**config.mk**
```make
export PLATFORM = sky130hd
export DESIGN_NAME = reg_file_mp_flat
export DESIGN_NICKNAME = d
export VERILOG_FILES = /design/src/rtl/reg_file_mp_if.sv /design/src/rtl/reg_file_mp.sv /design/src/flat_wrapper.sv
export SDC_FILE = /design/constraint.sdc
export NUM_CORES = 1
export LEC_CHECK = 0
export BUFFER_PORTS_ARGS = -buffer_cell sky130_fd_sc_hd__buf_2
export CELL_PAD_IN_SITES_DETAIL_PLACEMENT = 1
export CELL_PAD_IN_SITES_GLOBAL_PLACEMENT = 2
export CORE_ASPECT_RATIO = 1.2
export CORE_UTILIZATION = 42
export CTS_CLUSTER_SIZE = 10
export DETAILED_ROUTE_END_ITERATION = 8
export PLACE_DENSITY = 0.82
export SETUP_SLACK_MARGIN = 0.3
export SLEW_MARGIN = 40
export SYNTH_ARGS = -nofsm -noshare
export SYNTH_HDL_FRONTEND = slang
export SYNTH_SLANG_ARGS = --single-unit
```
**constraint.sdc**
```tcl
create_clock -name CLK -period 3.3 [get_ports CLK]
set_input_delay 0.66 -clock CLK [delete_from_list [all_inputs] [get_ports CLK]]
set_output_delay 0.66 -clock CLK [all_outputs]
set_load 0.05 [all_outputs]
```
**src/rtl/reg_file_mp_if.sv**
```systemverilog
// Bus bundle for the dual-write / dual-read register file with scrub.
// The master drives writes, read addresses and scrub requests; the slave
// (the register file) returns read data and the scrub-busy flag.
interface reg_file_mp_if #(
    parameter int DATA_W = 8,
    parameter int ADDR_W = 3
);
    logic              WE0;
    logic [ADDR_W-1:0] WADDR0;
    logic [DATA_W-1:0] WDATA0;
    logic              WE1;
    logic [ADDR_W-1:0] WADDR1;
    logic [DATA_W-1:0] WDATA1;
    logic [ADDR_W-1:0] RADDR1;
    logic [ADDR_W-1:0] RADDR2;
    logic [DATA_W-1:0] OUT1;
    logic [DATA_W-1:0] OUT2;
    logic              CLEAR_REQ;
    logic              BUSY;

    modport master (
        output WE0, WADDR0, WDATA0,
        output WE1, WADDR1, WDATA1,
        output RADDR1, RADDR2, CLEAR_REQ,
        input  OUT1, OUT2, BUSY
    );

    modport slave (
        input  WE0, WADDR0, WDATA0,
        input  WE1, WADDR1, WDATA1,
        input  RADDR1, RADDR2, CLEAR_REQ,
        output OUT1, OUT2, BUSY
    );
endinterface

```
**src/rtl/reg_file_mp.sv**
```systemverilog
// Multi-port register file: two write ports, two combinational read ports,
// optional write-to-read forwarding, optional hard-wired zero register and
// a sequential scrub engine that zeroes one register per cycle.
module reg_file_mp #(
    parameter int DATA_W  = 8,
    parameter int ADDR_W  = 3,
    parameter int BYPASS  = 1,
    parameter int ZERO_R0 = 0
) (
    input logic         CLK,
    input logic         RESET,
    reg_file_mp_if.slave bus
);
    localparam int DEPTH = 2 ** ADDR_W;

    typedef enum logic {
        IDLE,
        CLEARING
    } state_e;

    state_e            state_q;
    logic              busy_q;
    logic [ADDR_W-1:0] idx_q;
    logic [ADDR_W-1:0] idx_d;
    logic              last_idx;
    logic [DATA_W-1:0] regs_q [DEPTH];

    logic              wr0_ok;
    logic              wr1_ok;
    logic              wr0_store;
    logic [DATA_W-1:0] rd1_val;
    logic [DATA_W-1:0] rd2_val;

    // Write qualification: no writes while scrubbing, and register 0 is
    // read-only when it is hard-wired to zero.
    always_comb begin
        // NOTE: combinational blocks use blocking '=' and give every output a
        // default first, so no latch is inferred.
        wr0_ok    = 1'b0;
        wr1_ok    = 1'b0;
        wr0_store = 1'b0;
        if (!busy_q) begin
            wr0_ok = bus.WE0 && !((ZERO_R0 != 0) && (bus.WADDR0 == '0));
            wr1_ok = bus.WE1 && !((ZERO_R0 != 0) && (bus.WADDR1 == '0));
        end
        // On an address collision port 1 wins; port 0 is simply not stored.
        wr0_store = wr0_ok && !(wr1_ok && (bus.WADDR1 == bus.WADDR0));
    end

    // Scrub index advance and end-of-sweep detection.
    always_comb begin
        idx_d    = idx_q + ADDR_W'(1);
        last_idx = (idx_q == ADDR_W'(DEPTH - 1));
    end

    // Register array, scrub FSM and registered BUSY flag.
    always_ff @(posedge CLK) begin
        // NOTE: sequential state is assigned with non-blocking '<=' only.
        if (RESET) begin
            // NOTE: the storage is a bank of flops that must read zero after
            // reset, so every entry is cleared here rather than left unreset.
            for (int i = 0; i < DEPTH; i++) begin
                regs_q[i] <= '0;
            end
            state_q <= IDLE;
            busy_q  <= 1'b0;
            idx_q   <= '0;
        end else begin
            case (state_q)
                IDLE: begin
                    if (wr0_store) begin
                        regs_q[bus.WADDR0] <= bus.WDATA0;
                    end
                    if (wr1_ok) begin
                        regs_q[bus.WADDR1] <= bus.WDATA1;
                    end
                    if (bus.CLEAR_REQ) begin
                        state_q <= CLEARING;
                        busy_q  <= 1'b1;
                        idx_q   <= '0;
                    end
                end
                CLEARING: begin
                    regs_q[idx_q] <= '0;
                    idx_q         <= idx_d;
                    if (last_idx) begin
                        state_q <= IDLE;
                        busy_q  <= 1'b0;
                    end
                end
                default: begin
                    state_q <= IDLE;
                    busy_q  <= 1'b0;
                    idx_q   <= '0;
                end
            endcase
        end
    end

    // Read port 1: stored value, optionally overridden by a pending write.
    always_comb begin
        rd1_val = regs_q[bus.RADDR1];
        if (BYPASS != 0) begin
            if (wr1_ok && (bus.WADDR1 == bus.RADDR1)) begin
                rd1_val = bus.WDATA1;
            end else if (wr0_ok && (bus.WADDR0 == bus.RADDR1)) begin
                rd1_val = bus.WDATA0;
            end
        end
        if ((ZERO_R0 != 0) && (bus.RADDR1 == '0)) begin
            rd1_val = '0;
        end
    end

    // Read port 2: same forwarding and zero-register rules as port 1.
    always_comb begin
        rd2_val = regs_q[bus.RADDR2];
        if (BYPASS != 0) begin
            if (wr1_ok && (bus.WADDR1 == bus.RADDR2)) begin
                rd2_val = bus.WDATA1;
            end else if (wr0_ok && (bus.WADDR0 == bus.RADDR2)) begin
                rd2_val = bus.WDATA0;
            end
        end
        if ((ZERO_R0 != 0) && (bus.RADDR2 == '0)) begin
            rd2_val = '0;
        end
    end

    assign bus.OUT1 = rd1_val;
    assign bus.OUT2 = rd2_val;
    assign bus.BUSY = busy_q;

endmodule

```
**src/flat_wrapper.sv**
```systemverilog
// flat-port wrapper written by rule: the top's interface ports become plain ports
module reg_file_mp_flat 
#(
    parameter int DATA_W  = 8,
    parameter int ADDR_W  = 3,
    parameter int BYPASS  = 1,
    parameter int ZERO_R0 = 0
)
  (CLK, RESET, bus_WE0, bus_WADDR0, bus_WDATA0, bus_WE1, bus_WADDR1, bus_WDATA1, bus_RADDR1, bus_RADDR2, bus_CLEAR_REQ, bus_OUT1, bus_OUT2, bus_BUSY);
  reg_file_mp_if #(.DATA_W(DATA_W), .ADDR_W(ADDR_W)) bus_i ();
  input logic CLK;
  input logic RESET;
  input wire logic [$bits(bus_i.WE0)-1:0] bus_WE0;
  input wire logic [$bits(bus_i.WADDR0)-1:0] bus_WADDR0;
  input wire logic [$bits(bus_i.WDATA0)-1:0] bus_WDATA0;
  input wire logic [$bits(bus_i.WE1)-1:0] bus_WE1;
  input wire logic [$bits(bus_i.WADDR1)-1:0] bus_WADDR1;
  input wire logic [$bits(bus_i.WDATA1)-1:0] bus_WDATA1;
  input wire logic [$bits(bus_i.RADDR1)-1:0] bus_RADDR1;
  input wire logic [$bits(bus_i.RADDR2)-1:0] bus_RADDR2;
  input wire logic [$bits(bus_i.CLEAR_REQ)-1:0] bus_CLEAR_REQ;
  output wire logic [$bits(bus_i.OUT1)-1:0] bus_OUT1;
  output wire logic [$bits(bus_i.OUT2)-1:0] bus_OUT2;
  output wire logic [$bits(bus_i.BUSY)-1:0] bus_BUSY;
  assign bus_i.WE0 = bus_WE0;
  assign bus_i.WADDR0 = bus_WADDR0;
  assign bus_i.WDATA0 = bus_WDATA0;
  assign bus_i.WE1 = bus_WE1;
  assign bus_i.WADDR1 = bus_WADDR1;
  assign bus_i.WDATA1 = bus_WDATA1;
  assign bus_i.RADDR1 = bus_RADDR1;
  assign bus_i.RADDR2 = bus_RADDR2;
  assign bus_i.CLEAR_REQ = bus_CLEAR_REQ;
  assign bus_OUT1 = bus_i.OUT1;
  assign bus_OUT2 = bus_i.OUT2;
  assign bus_BUSY = bus_i.BUSY;
  reg_file_mp #(.DATA_W(DATA_W), .ADDR_W(ADDR_W), .BYPASS(BYPASS), .ZERO_R0(ZERO_R0)) u_core (.CLK(CLK), .RESET(RESET), .bus(bus_i));
endmodule
```
* Word level (Yosys, flattened, before mapping)
Memories as Yosys holds them, arrays and structs flattened.
Cells that the tools add are included.
** Word-level totals
- Register bits :: 5
- Bits in latches :: 0
- Memory bits (writable) :: 64
- Bits in read-only memories :: 0
- Logic and storage cells :: 61
- Memories kept :: 1
** Memories
- u_core.regs_q :: words 8, width 8, rd ports 2, clocked after Yosys merged registers in 0, wr ports 8, RTL line reg_file_mp.sv:26 : logic [DATA_W-1:0] regs_q [DEPTH];
** Cells by class
- $add $sub $neg :: 1
- Multipliers :: 0
- Div/mod/pow operators :: 0
- Magnitude comparators :: 0
- Eq/ne operators :: 8
- Shift-type cells :: 0
- Multiplexer cells :: 36
- Bitwise operators :: 1
- Reductions and logical operators :: 11
** Operator list (count)
- $mux 8 :: 7
- $reduce_or 8->1 :: 3
- $mux 1 :: 22
- $eq 3x3->1 :: 5
- $mux 3 :: 4
- $logic_and 1x1->1 :: 6
- $pmux 3 s2 :: 1
- $ne 2x2->1 const B :: 2
- $pmux 1 s2 :: 2
- $add 3x1->3 const B :: 1
- $eq 3x3->1 const B :: 1
- $reduce_and 2->1 :: 1
- $logic_not 1->1 :: 1
- $not 1->1 :: 1

* Logic depth before layout (Yosys ltp)
Gate-level depths: netlist (run 1).
- Word-level depth :: 11
- Depth in mapped cells :: 7

* Least setup slack after synthesis (run 1)
Ideal clock, no wire load.
- Kind :: input -> output
- Start point :: in bus_RADDR2[0]
- End point :: out bus_OUT2[0]
- Data arrival time :: 2993 ps
- Slack :: -353 ps
- Cell stages on the path :: 6
- Path through :: buf_2 > buf_4 > xnor2_1 > nand4_1 > mux2i_1 > o21ai_0
** Between the ends
- Word-level cells in the longest chain between the ends :: 4
- Elaborated cells between the ends (all ways) :: 7
** Ends and longest elaborated chain
- start, declared :: RTL line flat_wrapper.sv:20 : input wire logic [$bits(bus_i.RADDR2)-1:0] bus_RADDR2;
- parallel branches: the longest is 3 deep, another holds $mem_v2 8x8
- $mux 8 (*) :: RTL line reg_file_mp.sv:119 : if (wr1_ok && (bus.WADDR1 == bus.RADDR2)) begin
- end, declared :: RTL line flat_wrapper.sv:23 : output wire logic [$bits(bus_i.OUT2)-1:0] bus_OUT2;
Mark *: on every way between the ends.

* Final worst setup path (run 1)
- Start point :: in bus_RADDR1[0]
- End point :: out bus_OUT1[0]
** Between the ends
- Word-level cells in the longest chain between the ends :: 4
- Elaborated cells between the ends (all ways) :: 7
** Ends and longest elaborated chain
- start, declared :: RTL line flat_wrapper.sv:19 : input wire logic [$bits(bus_i.RADDR1)-1:0] bus_RADDR1;
- parallel branches: the longest is 3 deep, another holds $mem_v2 8x8
- $mux 8 (*) :: RTL line reg_file_mp.sv:104 : if (wr1_ok && (bus.WADDR1 == bus.RADDR1)) begin
- end, declared :: RTL line flat_wrapper.sv:22 : output wire logic [$bits(bus_i.OUT1)-1:0] bus_OUT1;
Marks and branches as above.

==> results of run 1 <==
==> per-layer routing <==
layer | wire length [µm] | up-vias
met2 | 6650 | 122
met1 | 5840 | 1850
met4 | 140 | 0
met5 | 0 | -
met3 | 652 | 12
li1 | - | 1581
==> area by class of cell <==
cell class              instances  area, µm²
clock inverters                 6       77.6
clock buffers                  10        229
repair buffers                 66        403
multi-input cells             243       2710
well taps                     132        165
flip-flops and latches         69       2020
fillers                      1114       5430
inverters                       1       3.75
==> kinds of logic after synthesis <==
logic type                 synth area share (%)
AOI/OAI and AO/OA                          18.3
xor gates and xnor gates                   2.76
adders and majority gates                 0.526
buffers and inverters                      4.11
DFF                                        42.5
muxes                                      23.0
and+or+nand+nor                            8.82
==> power by group <==
group	internal [mW]	switching, mW	leakage, nW
Sequential	1.01	0.0353	0.710
Clock	0.653	0.363	0.151
Combinational	0.204	0.360	1.23
Total	1.86	0.758	2.09
==> what timing repair did <==
action | 4_1_cts | 5_1_grt
endpoints found under the hold margin | 0 | 0
setup endpoints to repair | 0 | 15
resized for setup | 0 | 4
==> placed cells by master (no fill, tap or decap), types with 5 or more instances in the layout <==
cell type / netlist / final
sky130_fd_sc_hd__a32o_1: 60 / 60
sky130_fd_sc_hd__xor2_1: 8 / 8
sky130_fd_sc_hd__clkbuf_16: 0 / 9
sky130_fd_sc_hd__buf_2: 12 / 47
sky130_fd_sc_hd__mux2_2: 17 / 17
sky130_fd_sc_hd__nor2_1: 9 / 9
sky130_fd_sc_hd__dfxtp_1: 5 / 5
sky130_fd_sc_hd__buf_4: 2 / 15
sky130_fd_sc_hd__mux4_2: 32 / 32
sky130_fd_sc_hd__a211o_1: 8 / 8
sky130_fd_sc_hd__o21ai_4: 0 / 7
sky130_fd_sc_hd__xnor2_1: 7 / 7
sky130_fd_sc_hd__mux2i_1: 18 / 16
sky130_fd_sc_hd__edfxtp_1: 64 / 64
sky130_fd_sc_hd__o21ai_2: 0 / 9
sky130_fd_sc_hd__nand2_1: 21 / 21
==> per-stage QoR <==
stage,hold WS [ps],cells
after floorplan,554,356
after global placement,514,511
after detailed placement,541,511
after CTS,557,527
after global routing,634,527
final,552,527
==> state kept, by name, indices dropped and copies added (netlist names) <==
register         flops
u_core.bus.BUSY      1
u_core.idx_q         3
u_core.regs_q       64
u_core.state_q       1
==> final timing paths <==
path | start | endpoint
setup / recovery | bus_RADDR1[0] | bus_OUT1[0]
hold / removal | u_core.bus.BUSY$_SDFFE_PP0P_ | u_core.bus.BUSY$_SDFFE_PP0P_
setup reg to reg | u_core.state_q$_SDFF_PP0_ | u_core.regs_q[2][2]$_DFFE_PP_
hold reg to reg | u_core.bus.BUSY$_SDFFE_PP0P_ | u_core.bus.BUSY$_SDFFE_PP0P_
==> worst min-delay path, cell delays in order, from the launching register on <==
cell                      delay (ps)
sky130_fd_sc_hd__dfxtp_1         370
sky130_fd_sc_hd__a21oi_1          80
sky130_fd_sc_hd__nor2_1           70
==> impl_results.md, run 1 <==
- Post-route clock skew: 7.12 ps
- Setup WS post-layout: 378 ps
- Maximum operating frequency: 0.342 GHz
- Number of diodes added for antenna fixing: 0
- DIE AREA: 11,700 µm²
- Antenna violations before repair: 0
- Total of max-cap violations: 0
- Aggregate negative setup slack: 0 ps
- Pwr/cell area: 468 nW/µm²
- Number of hold-slack violations in the final timing report: 0
- NumNets Final: 425
- Hold Crit Depth: 2
- Global placer's final weighted congestion: 0.818
- Die boundary width: 99.1 µm
- Routing usage on met3: 4.49%
- Most frequent cell after synthesis: sky130_fd_sc_hd__edfxtp_1
- Number of DRC violations after detailed routing: 0
- Min-Delay Path Class: flip-flop to flip-flop
- Final Critical Period: 2920 ps
- Cell depth of the worst flop-to-flop path: 3
- Final clock period utilization by the worst path: 88.5%
- Kind of cell adding the most delay to the critical path: multiplexers
- Synthesized flop and latch total: 69
- Quantity of hold-fixing buffers added after cts: 0
- Max-slew violation total from the final report: 0
- Top Ports: 50
- Initial Utilization: 43.1%
- Slew of the pin with the lowest slew margin: 763 ps
- Wire length of the first global-routing pass: 21.1 mm
- Detailed router's first-iteration violation count: 255
- Slowest-stage cell, CP: sky130_fd_sc_hd__mux4_2
- Largest cells by area after synthesis: sky130_fd_sc_hd__edfxtp_1, sky130_fd_sc_hd__mux4_2, sky130_fd_sc_hd__a32o_1, sky130_fd_sc_hd__mux2_2, sky130_fd_sc_hd__mux2i_1
- Setup violators final: 0
- Clock latency at the later pin of the worst-skew pair: 340 ps
- Syn. warnings: 0
- Critical path data required time: 2640 ps
- Top post-synthesis cells by count: sky130_fd_sc_hd__edfxtp_1, sky130_fd_sc_hd__a32o_1, sky130_fd_sc_hd__mux4_2
- Post-layout util: 50.8%
- Setup repair after global routing missed its margin: no
- DR pass1 iterations: 5
- Longest individual stage delay on the worst path: 520 ps
- Total non-filler cell area in the finished layout: 5610 µm²
- HPWL after detailed placement: 10.1 mm
- Main flop type after synthesis: sky130_fd_sc_hd__edfxtp_1
- List of cells traversed by the critical path: buf_2 -> buf_12 -> mux4_2 -> mux2_2 -> mux2i_1 -> o21ai_4 -> buf_2
- Cell mode on critical path: sky130_fd_sc_hd__buf_2
- Net Count, Synth: 391
- Netlist cell types: 39
- Mean post-synth cell area: 13.4 µm²
- Overall track demand over capacity in global routing: 23.9%
- Vias in the first global route: 3,648
- Max-Slew Margin vs Limit: 49.1%
- Pin count of the biggest net entering global routing: 33
- Placeable core region: 11,000 µm²
- Total detailed-routing wirelength: 13.3 mm
- Peak fanout along the critical path: 18
- Cell accounting for the most synthesized area: sky130_fd_sc_hd__edfxtp_1
- CTS tree: built
- Input/output buffers: 49
- Top-area cell type share of the netlist area: 40.4%
- Leakage: 2.09 nW
- Buffer type at the clock tree root: sky130_fd_sc_hd__clkbuf_16
- Busiest grt layer: met2
- Routed wire per std cell: 25.2 µm
- Number of standard-cell rows in the floorplan: 42
- R2R Setup Slk: 750 ps
- Total vias in the final route: 3,565
- Data arrival time at the worst-slack endpoint: 2260 ps
- Grt met2 use: 39.2%
- Routing usage on met1: 32.7%
- Synth-to-layout area growth: 18.0%
- Post-synthesis cell count: 356
- Worst path depth: 7
- H-tree lvl count: 3
- Fraction of final layout cells with drive strength greater than 1: 42.3%
- Clock-pin slew of the registers on the worst-case setup and hold paths: 60 ps
- Post-synthesis async set-or-reset flop share: 0%
- Worst setup SP type: input port
- Area of the mapped netlist: 4750 µm²
- Number of buffers created by CTS: 9
- Clock sink total: 69
- Overall power of the completed layout: 2.62 mW
- Outcome: finished, final reports clean
- Clock Tree Buf Depth: 2
- EDFF count, synth: 64
- Kind of capture point of the worst setup path: primary output
- Vias per cell: 6.76
- Category of the critical setup timing path: input port to primary output
- Worst-case setup slack after placement: 337 ps
- Cell area after placement: 5280 µm²
- Antenna-violating nets left: 0
- Highest ir drop seen on vdd: 0.241 mV
- Residual overflow from global routing: 0
- Number of buffers and inverters on the critical path: 3
- Die extent in y: 119 µm
- Total setup buffers inserted after CTS: 0
- Sequential area share after synthesis: 42.5%
(Power assumes the default switching activity.)
==> inputs of run 2 (changes only) <==
--- a/config.mk
+++ b/config.mk
@@ -5,11 +5,12 @@
 export SDC_FILE = /design/constraint.sdc
 export NUM_CORES = 1
 export LEC_CHECK = 0
+export ABC_AREA = 1
 export BUFFER_PORTS_ARGS = -buffer_cell sky130_fd_sc_hd__buf_2
 export CELL_PAD_IN_SITES_DETAIL_PLACEMENT = 1
 export CELL_PAD_IN_SITES_GLOBAL_PLACEMENT = 2
 export CORE_ASPECT_RATIO = 1.2
-export CORE_UTILIZATION = 42
+export CORE_UTILIZATION = 33
 export CTS_CLUSTER_SIZE = 10
 export DETAILED_ROUTE_END_ITERATION = 8
 export PLACE_DENSITY = 0.82
==> impl_results.md, run 2 <==
- Outcome: finished, final reports clean
- Portion of total power attributed to combinational logic: 24.9%
- Die extent in y: 142 µm
- Critical path data required time: 2640 ps
- Setup repair after global routing missed its margin: yes
- Most frequent cell after synthesis: sky130_fd_sc_hd__nand2_1
- Post-route clock skew: 10.2 ps
- Net Count, Synth: 887
- Share of total power in sequential cells: 37.5%
- Total detailed-routing wirelength: 23.9 mm
- Residual overflow from global routing: 0
- Largest cells by area after synthesis: sky130_fd_sc_hd__edfxtp_1, sky130_fd_sc_hd__nand2_1, sky130_fd_sc_hd__nand3_1, sky130_fd_sc_hd__inv_1, sky130_fd_sc_hd__nor2_1
- Clock latency at the later pin of the worst-skew pair: 350 ps
- Number of standard-cell rows in the floorplan: 50
- Longest individual stage delay on the worst path: 300 ps
- Max-slew violation total from the final report: 0
- Setup violators final: 0
- Post-synthesis async set-or-reset flop share: 0%
- Aggregate negative setup slack: 0 ps
- Kind of capture point of the worst setup path: primary output
- Synthesized flop and latch total: 69
- Top Ports: 50
- Highest ir drop seen on vdd: 0.402 mV
- Peak fanout along the critical path: 16
- Top-area cell type share of the netlist area: 35.7%
- Initial Utilization: 34.1%
- Flip-flop count of the largest register, all copies and words added: 64
- Slew of the pin with the lowest slew margin: 619 ps
- Detailed router's first-iteration violation count: 351
- Clock share of power: 37.6%
- Register with the highest flop count: u_core.regs_q
- Antenna violations before repair: 0
- Leakage: 3.17 nW
- Max-Slew Margin vs Limit: 58.6%
- DIE AREA: 16,800 µm²
- List of cells traversed by the critical path: buf_2 -> buf_4 -> nand2_1 -> nand2_1 -> nand2_1 -> nand3_1 -> nand3_1 -> a21oi_1 -> buf_2
- Cell area after placement: 5930 µm²
- Overall track demand over capacity in global routing: 29.3%
- Global placer's final weighted congestion: 0.925
- Leading cell types in the layout, fill and taps excluded: sky130_fd_sc_hd__nand2_1, sky130_fd_sc_hd__nand3_1, sky130_fd_sc_hd__inv_1
- Clock Tree Buf Depth: 2
- Pwr/cell area: 449 nW/µm²
- Total vias in the final route: 5,959
- Synth-to-layout area growth: 16.7%
- Largest registers: u_core.regs_q: 64 flops, u_core.idx_q: 3 flops
- Number of DRC violations after detailed routing: 0
- Total of max-cap violations: 0
- Power Internal: 1.85 mW
- Fraction of final layout cells with drive strength greater than 1: 13.2%
- Syn. warnings: 0
- Routed wire per std cell: 21.4 µm
- Vias per cell: 5.35
- Clock sink total: 69
- Cell accounting for the most synthesized area: sky130_fd_sc_hd__edfxtp_1
- Cell mode on critical path: sky130_fd_sc_hd__nand2_1
- Netlist cell types: 26
- NumNets Final: 936
- Category of the critical setup timing path: input port to primary output
- Sequential area share after synthesis: 37.6%
- Main flop type after synthesis: sky130_fd_sc_hd__edfxtp_1
- Clock-pin slew of the registers on the worst-case setup and hold paths: 60 ps
- Post-CTS sizing: 1
- Quantity of hold-fixing buffers added after cts: 0
- Slowest-stage cell, CP: sky130_fd_sc_hd__buf_2
- Min-Delay Path Class: flip-flop to flip-flop
- Maximum operating frequency: 0.349 GHz
- DR pass1 iterations: 5
- Post-synthesis cell count: 852
- Power dissipated by switching net loads: 0.970 mW
- Wire length of the first global-routing pass: 35.9 mm
- Commonest non-fill, non-tap cell in the layout: sky130_fd_sc_hd__nand2_1
- Kind of cell adding the most delay to the critical path: buffers and inverters
- Vias in the first global route: 6,021
- Top post-synthesis cells by count: sky130_fd_sc_hd__nand2_1, sky130_fd_sc_hd__nand3_1, sky130_fd_sc_hd__inv_1
- Total non-filler cell area in the finished layout: 6280 µm²
- Number of buffers and inverters on the critical path: 3
- Input/output buffers: 49
- Total setup buffers inserted after CTS: 0
- Fraction of power spent switching nets: 34.4%
- Mean post-synth cell area: 6.31 µm²
- Overall power of the completed layout: 2.82 mW
- Data arrival time at the worst-slack endpoint: 2200 ps
- Number of buffers created by CTS: 9
- Number of hold-slack violations in the final timing report: 0
- Area of the mapped netlist: 5380 µm²
- Antenna-violating nets left: 0
- Buffer type at the clock tree root: sky130_fd_sc_hd__clkbuf_16
- Pin count of the biggest net entering global routing: 33
- Worst setup SP type: input port
- EDFF count, synth: 64
- CTS tree: built
- Final Critical Period: 2860 ps
- HPWL after detailed placement: 18.1 mm
- H-tree lvl count: 3
- Placeable core region: 15,800 µm²
- Final clock period utilization by the worst path: 86.8%
- Die boundary width: 119 µm
- Number of diodes added for antenna fixing: 0
-- run 2: final timing paths --
path         slack, ps                            end                    startpoint  cells after the start
min                530   u_core.bus.BUSY$_SDFFE_PP0P_  u_core.bus.BUSY$_SDFFE_PP0P_                      2
max reg2reg       1040  u_core.regs_q[5][1]$_DFFE_PP_     u_core.state_q$_SDFF_PP0_                      6
min reg2reg        530   u_core.bus.BUSY$_SDFFE_PP0P_  u_core.bus.BUSY$_SDFFE_PP0P_                      2
max                440                    bus_OUT1[0]                 bus_RADDR1[0]                      9
-- run 2: kinds of logic after synthesis --
group                    share of synthesized area [%]
AND/OR/NAND/NOR                                   49.1
buffers and inverters                             9.63
flip-flops                                        37.6
AO/OA/AOI/OAI                                     2.91
XOR/XNOR                                         0.326
adder cells (fa/ha/maj)                          0.465
-- run 2: stage by stage --
| step | std cells | setup WS (ps) | util [%] | hold WS [ps] |
|---|---|---|---|---|
| after floorplan | 852 | 409 | - | 498 |
| after global placement | 1098 | 344 | 37.6 | 510 |
| after detailed placement | 1098 | 252 | 37.6 | 526 |
| after CTS | 1114 | 356 | 39.7 | 536 |
| after global routing | 1114 | 301 | 39.8 | 576 |
| final | 1114 | 436 | 39.8 | 531 |
-- run 2: metal layers --
layer  routed length, µm  vias to the layer above  track usage, %  part of all wire [%]
met2               11700                      185            49.9                    49
li1                    -                     2813               -                     -
met4                1130                        0            15.8                   4.7
met5                   0                        -               0                     0
met1                9980                     2907            35.2                    42
met3                1060                       54            5.27                   4.5
-- run 2: layout make-up --
cell class | count | area [µm²]
clock buffers | 9 | 225
clock inverters | 7 | 97.6
fillers | 2094 | 9490
inverters | 86 | 325
multi-input cells | 654 | 2860
flip-flops and latches | 69 | 2020
well taps | 208 | 260
repair buffers | 81 | 490
-- run 2: worst min-delay path, stage by stage (launching register included) --
cell and delay (ps):
sky130_fd_sc_hd__dfxtp_1 340, sky130_fd_sc_hd__inv_1 80, sky130_fd_sc_hd__a21oi_1 60
-- run 2: power groups by stage --
stage          clock network, mW  registers (mW)  logic, mW
5_1_grt                     1.10            1.06      0.753
4_1_cts                     1.07            1.06      0.698
3_5_place_dp                   0            1.07      0.694
2_1_floorplan                  0            1.05      0.453
3_3_place_gp                   0            1.07      0.684
6_report                    1.06            1.06      0.701
==> inputs of run 3 (changes only) <==
--- a/config.mk
+++ b/config.mk
@@ -10,10 +10,12 @@
 export CELL_PAD_IN_SITES_DETAIL_PLACEMENT = 1
 export CELL_PAD_IN_SITES_GLOBAL_PLACEMENT = 2
 export CORE_ASPECT_RATIO = 1.2
-export CORE_UTILIZATION = 33
+export CORE_MARGIN = 4
+export CORE_UTILIZATION = 34
+export CTS_BUF_LIST = sky130_fd_sc_hd__clkbuf_4 sky130_fd_sc_hd__clkbuf_8
 export CTS_CLUSTER_SIZE = 10
 export DETAILED_ROUTE_END_ITERATION = 8
-export PLACE_DENSITY = 0.82
+export PLACE_DENSITY = 0.84
 export SETUP_SLACK_MARGIN = 0.3
 export SLEW_MARGIN = 40
 export SYNTH_ARGS = -nofsm -noshare
==> impl_results.md, run 3 (synthesized netlist as in run 2, its figures left out) <==
- Startpoint of the most critical register-to-register path: u_core.state_q$_SDFF_PP0_
- Slew of the pin with the lowest slew margin: 745 ps
- Final clock period utilization by the worst path: 87.9%
- Fraction of final layout cells with drive strength greater than 1: 13.0%
- Flip-flop and latch area: 2020 µm²
- Total of max-cap violations: 0
- Flip-flop count of the largest register, all copies and words added: 64
- Input/output buffers: 49
- Aggregate negative setup slack: 0 ps
- Cell mode on critical path: sky130_fd_sc_hd__nand2_1
- Pin count of the biggest net entering global routing: 38
- Top Ports: 50
- Number of buffers created by CTS: 9
- Startpoint of the worst hold path: bus_CLEAR_REQ
- Pwr/cell area: 401 nW/µm²
- Number of standard-cell rows in the floorplan: 50
- Number of hold-slack violations in the final timing report: 0
- Synth-to-layout area growth: 14.5%
- Clock latency at the later pin of the worst-skew pair: 370 ps
- Sink of the worst hold path: u_core.bus.BUSY$_SDFFE_PP0P_
- Hold Crit Depth: 3
- Routed wire per std cell: 21.6 µm
- Post-route clock skew: 15.3 ps
- Clock sink total: 69
- Initial Utilization: 34.5%
- Multi-input logic area: 2860 µm²
- Die boundary width: 123 µm
- Count of fill cells added during filler insertion: 2,051
- Total non-filler cell area in the finished layout: 6160 µm²
- Overall power of the completed layout: 2.47 mW
- NumNets Final: 932
- Highest routing layer actually used: met4
- HPWL after detailed placement: 18.9 mm
- Leading cell types in the layout, fill and taps excluded: sky130_fd_sc_hd__nand2_1, sky130_fd_sc_hd__nand3_1, sky130_fd_sc_hd__inv_1
- DIE AREA: 17,900 µm²
- Detailed router's first-iteration violation count: 402
- Placed cell count: 1,094
- Total setup buffers inserted after CTS: 0
- Number of diodes added for antenna fixing: 0
- Category of the critical setup timing path: input port to primary output
- Data arrival time at the worst-slack endpoint: 2240 ps
- Antenna violations before repair: 0
- Total detailed-routing wirelength: 24.0 mm
- Antenna-violating nets left: 0
- Global placer's final weighted congestion: 1.02
- Buffer type at the clock tree root: sky130_fd_sc_hd__clkbuf_8
- Peak fanout along the critical path: 11
- Commonest non-fill, non-tap cell in the layout: sky130_fd_sc_hd__nand2_1
- Vias per cell: 5.30
- Vias in the first global route: 5,980
- Clock Tree Buf Depth: 2
- Non-filler instance count after layout: 1,110
- H-tree lvl count: 3
- Largest registers: u_core.regs_q: 64 flops, u_core.idx_q: 3 flops
- Outcome: finished, final reports clean
- Setup violators final: 0
- Max-Slew Margin vs Limit: 50.2%
- Cell depth of the worst flop-to-flop path: 6
- Kind of capture point of the worst setup path: primary output
- Wire length of the first global-routing pass: 35.9 mm
- Overall track demand over capacity in global routing: 27.1%
- RR Endpoint: u_core.regs_q[2][1]$_DFFE_PP_
- Longest individual stage delay on the worst path: 280 ps
- Met3 wirelength from detailed routing: 1.45 mm
- Met2 WL post-DR: 12.0 mm
- Worst setup SP type: input port
- List of cells traversed by the critical path: buf_2 -> inv_2 -> nand2_1 -> nand2_1 -> nor2_4 -> nand2_1 -> inv_1 -> nor2_1 -> o21ai_1 -> buf_2
- Register with the highest flop count: u_core.regs_q
- Cell area after placement: 5930 µm²
- CTS tree: built
- Clock-pin slew of the registers on the worst-case setup and hold paths: 80 ps
- Total vias in the final route: 5,883
- Residual overflow from global routing: 0
- Critical path data required time: 2640 ps
- Min-Delay Path Class: input port to flip-flop
- Maximum operating frequency: 0.345 GHz
- DR pass1 iterations: 5
- Leakage: 3.09 nW
- Final Critical Period: 2900 ps
- Post-route met1 wirelength: 9.97 mm
- Max-slew violation total from the final report: 0
- Setup repair after global routing missed its margin: yes
- R2R Setup Slk: 870 ps
- Highest ir drop seen on vdd: 0.267 mV
- Slowest-stage cell, CP: sky130_fd_sc_hd__buf_2
- Die extent in y: 146 µm
- Placeable core region: 15,600 µm²
- Number of DRC violations after detailed routing: 0
[run 3: cell count changes in the layout (fill, tap and decap cells not counted), moves of 2 or more]
cell,before,now
sky130_fd_sc_hd__clkinvlp_4,1,4
sky130_fd_sc_hd__buf_4,32,26
sky130_fd_sc_hd__buf_12,0,2
sky130_fd_sc_hd__clkbuf_16,9,0
sky130_fd_sc_hd__clkbuf_8,0,9
[run 3: how the worst max path moves through the flow]
stage                              to           from  slack, ps  cells past startpoint
after global placement    bus_OUT1[5]  bus_RADDR1[2]        400                     10
after detailed placement  bus_OUT1[7]  bus_RADDR1[2]        320                     10
after global routing      bus_OUT1[7]  bus_RADDR1[2]        260                     10
after floorplan           bus_OUT2[0]  bus_RADDR2[0]        410                      9
final                     bus_OUT2[6]  bus_RADDR2[2]        400                     10
after CTS                 bus_OUT1[7]  bus_RADDR1[2]        310                     10
[run 3: critical path: cells and delay by family]
kind / cells / cell delay (ps)
compound gates: 1 / 120
simple gates: 5 / 610
buf+inv: 4 / 850
[run 3: repair_timing]
action,in CTS,in global routing
hold buffers,0,0
gates resized for setup,0,9
setup endpoints to repair,0,14
[run 3: cell type report]
| cell class | count | area share (%) |
|---|---|---|
| inverter | 86 | 5.34 |
| sequential | 69 | 32.8 |
| clock buffer | 9 | 2.01 |
| timing repair buffer | 77 | 7.92 |
| tap | 208 | 4.23 |
| clock inverter | 7 | 1.20 |
| multi-input combinational | 654 | 46.5 |
[run 3: where the power goes]
| part | switching, mW | internal, mW |
|---|---|---|
| logic | 0.530 | 0.175 |
| registers | 0.0438 | 1.01 |
| clock network | 0.357 | 0.350 |
| total | 0.931 | 1.54 |
[run 3: per-layer routing]
layer  up-vias  global-route usage, %
li1       2807                      -
met1      2856                   35.2
met2       187                   45.9
met3        33                   4.78
met4         0                   7.56
met5         -                      0
[run 3: per-stage QoR]
stage               worst slack [ps]  hold WS [ps]  utilization, %
detailed placement               323           532            38.1
floorplan                        409           498               -
global placement                 400           515            38.1
CTS                              315           539            39.3
finish                           399           543            39.5
global route                     264           552            39.5
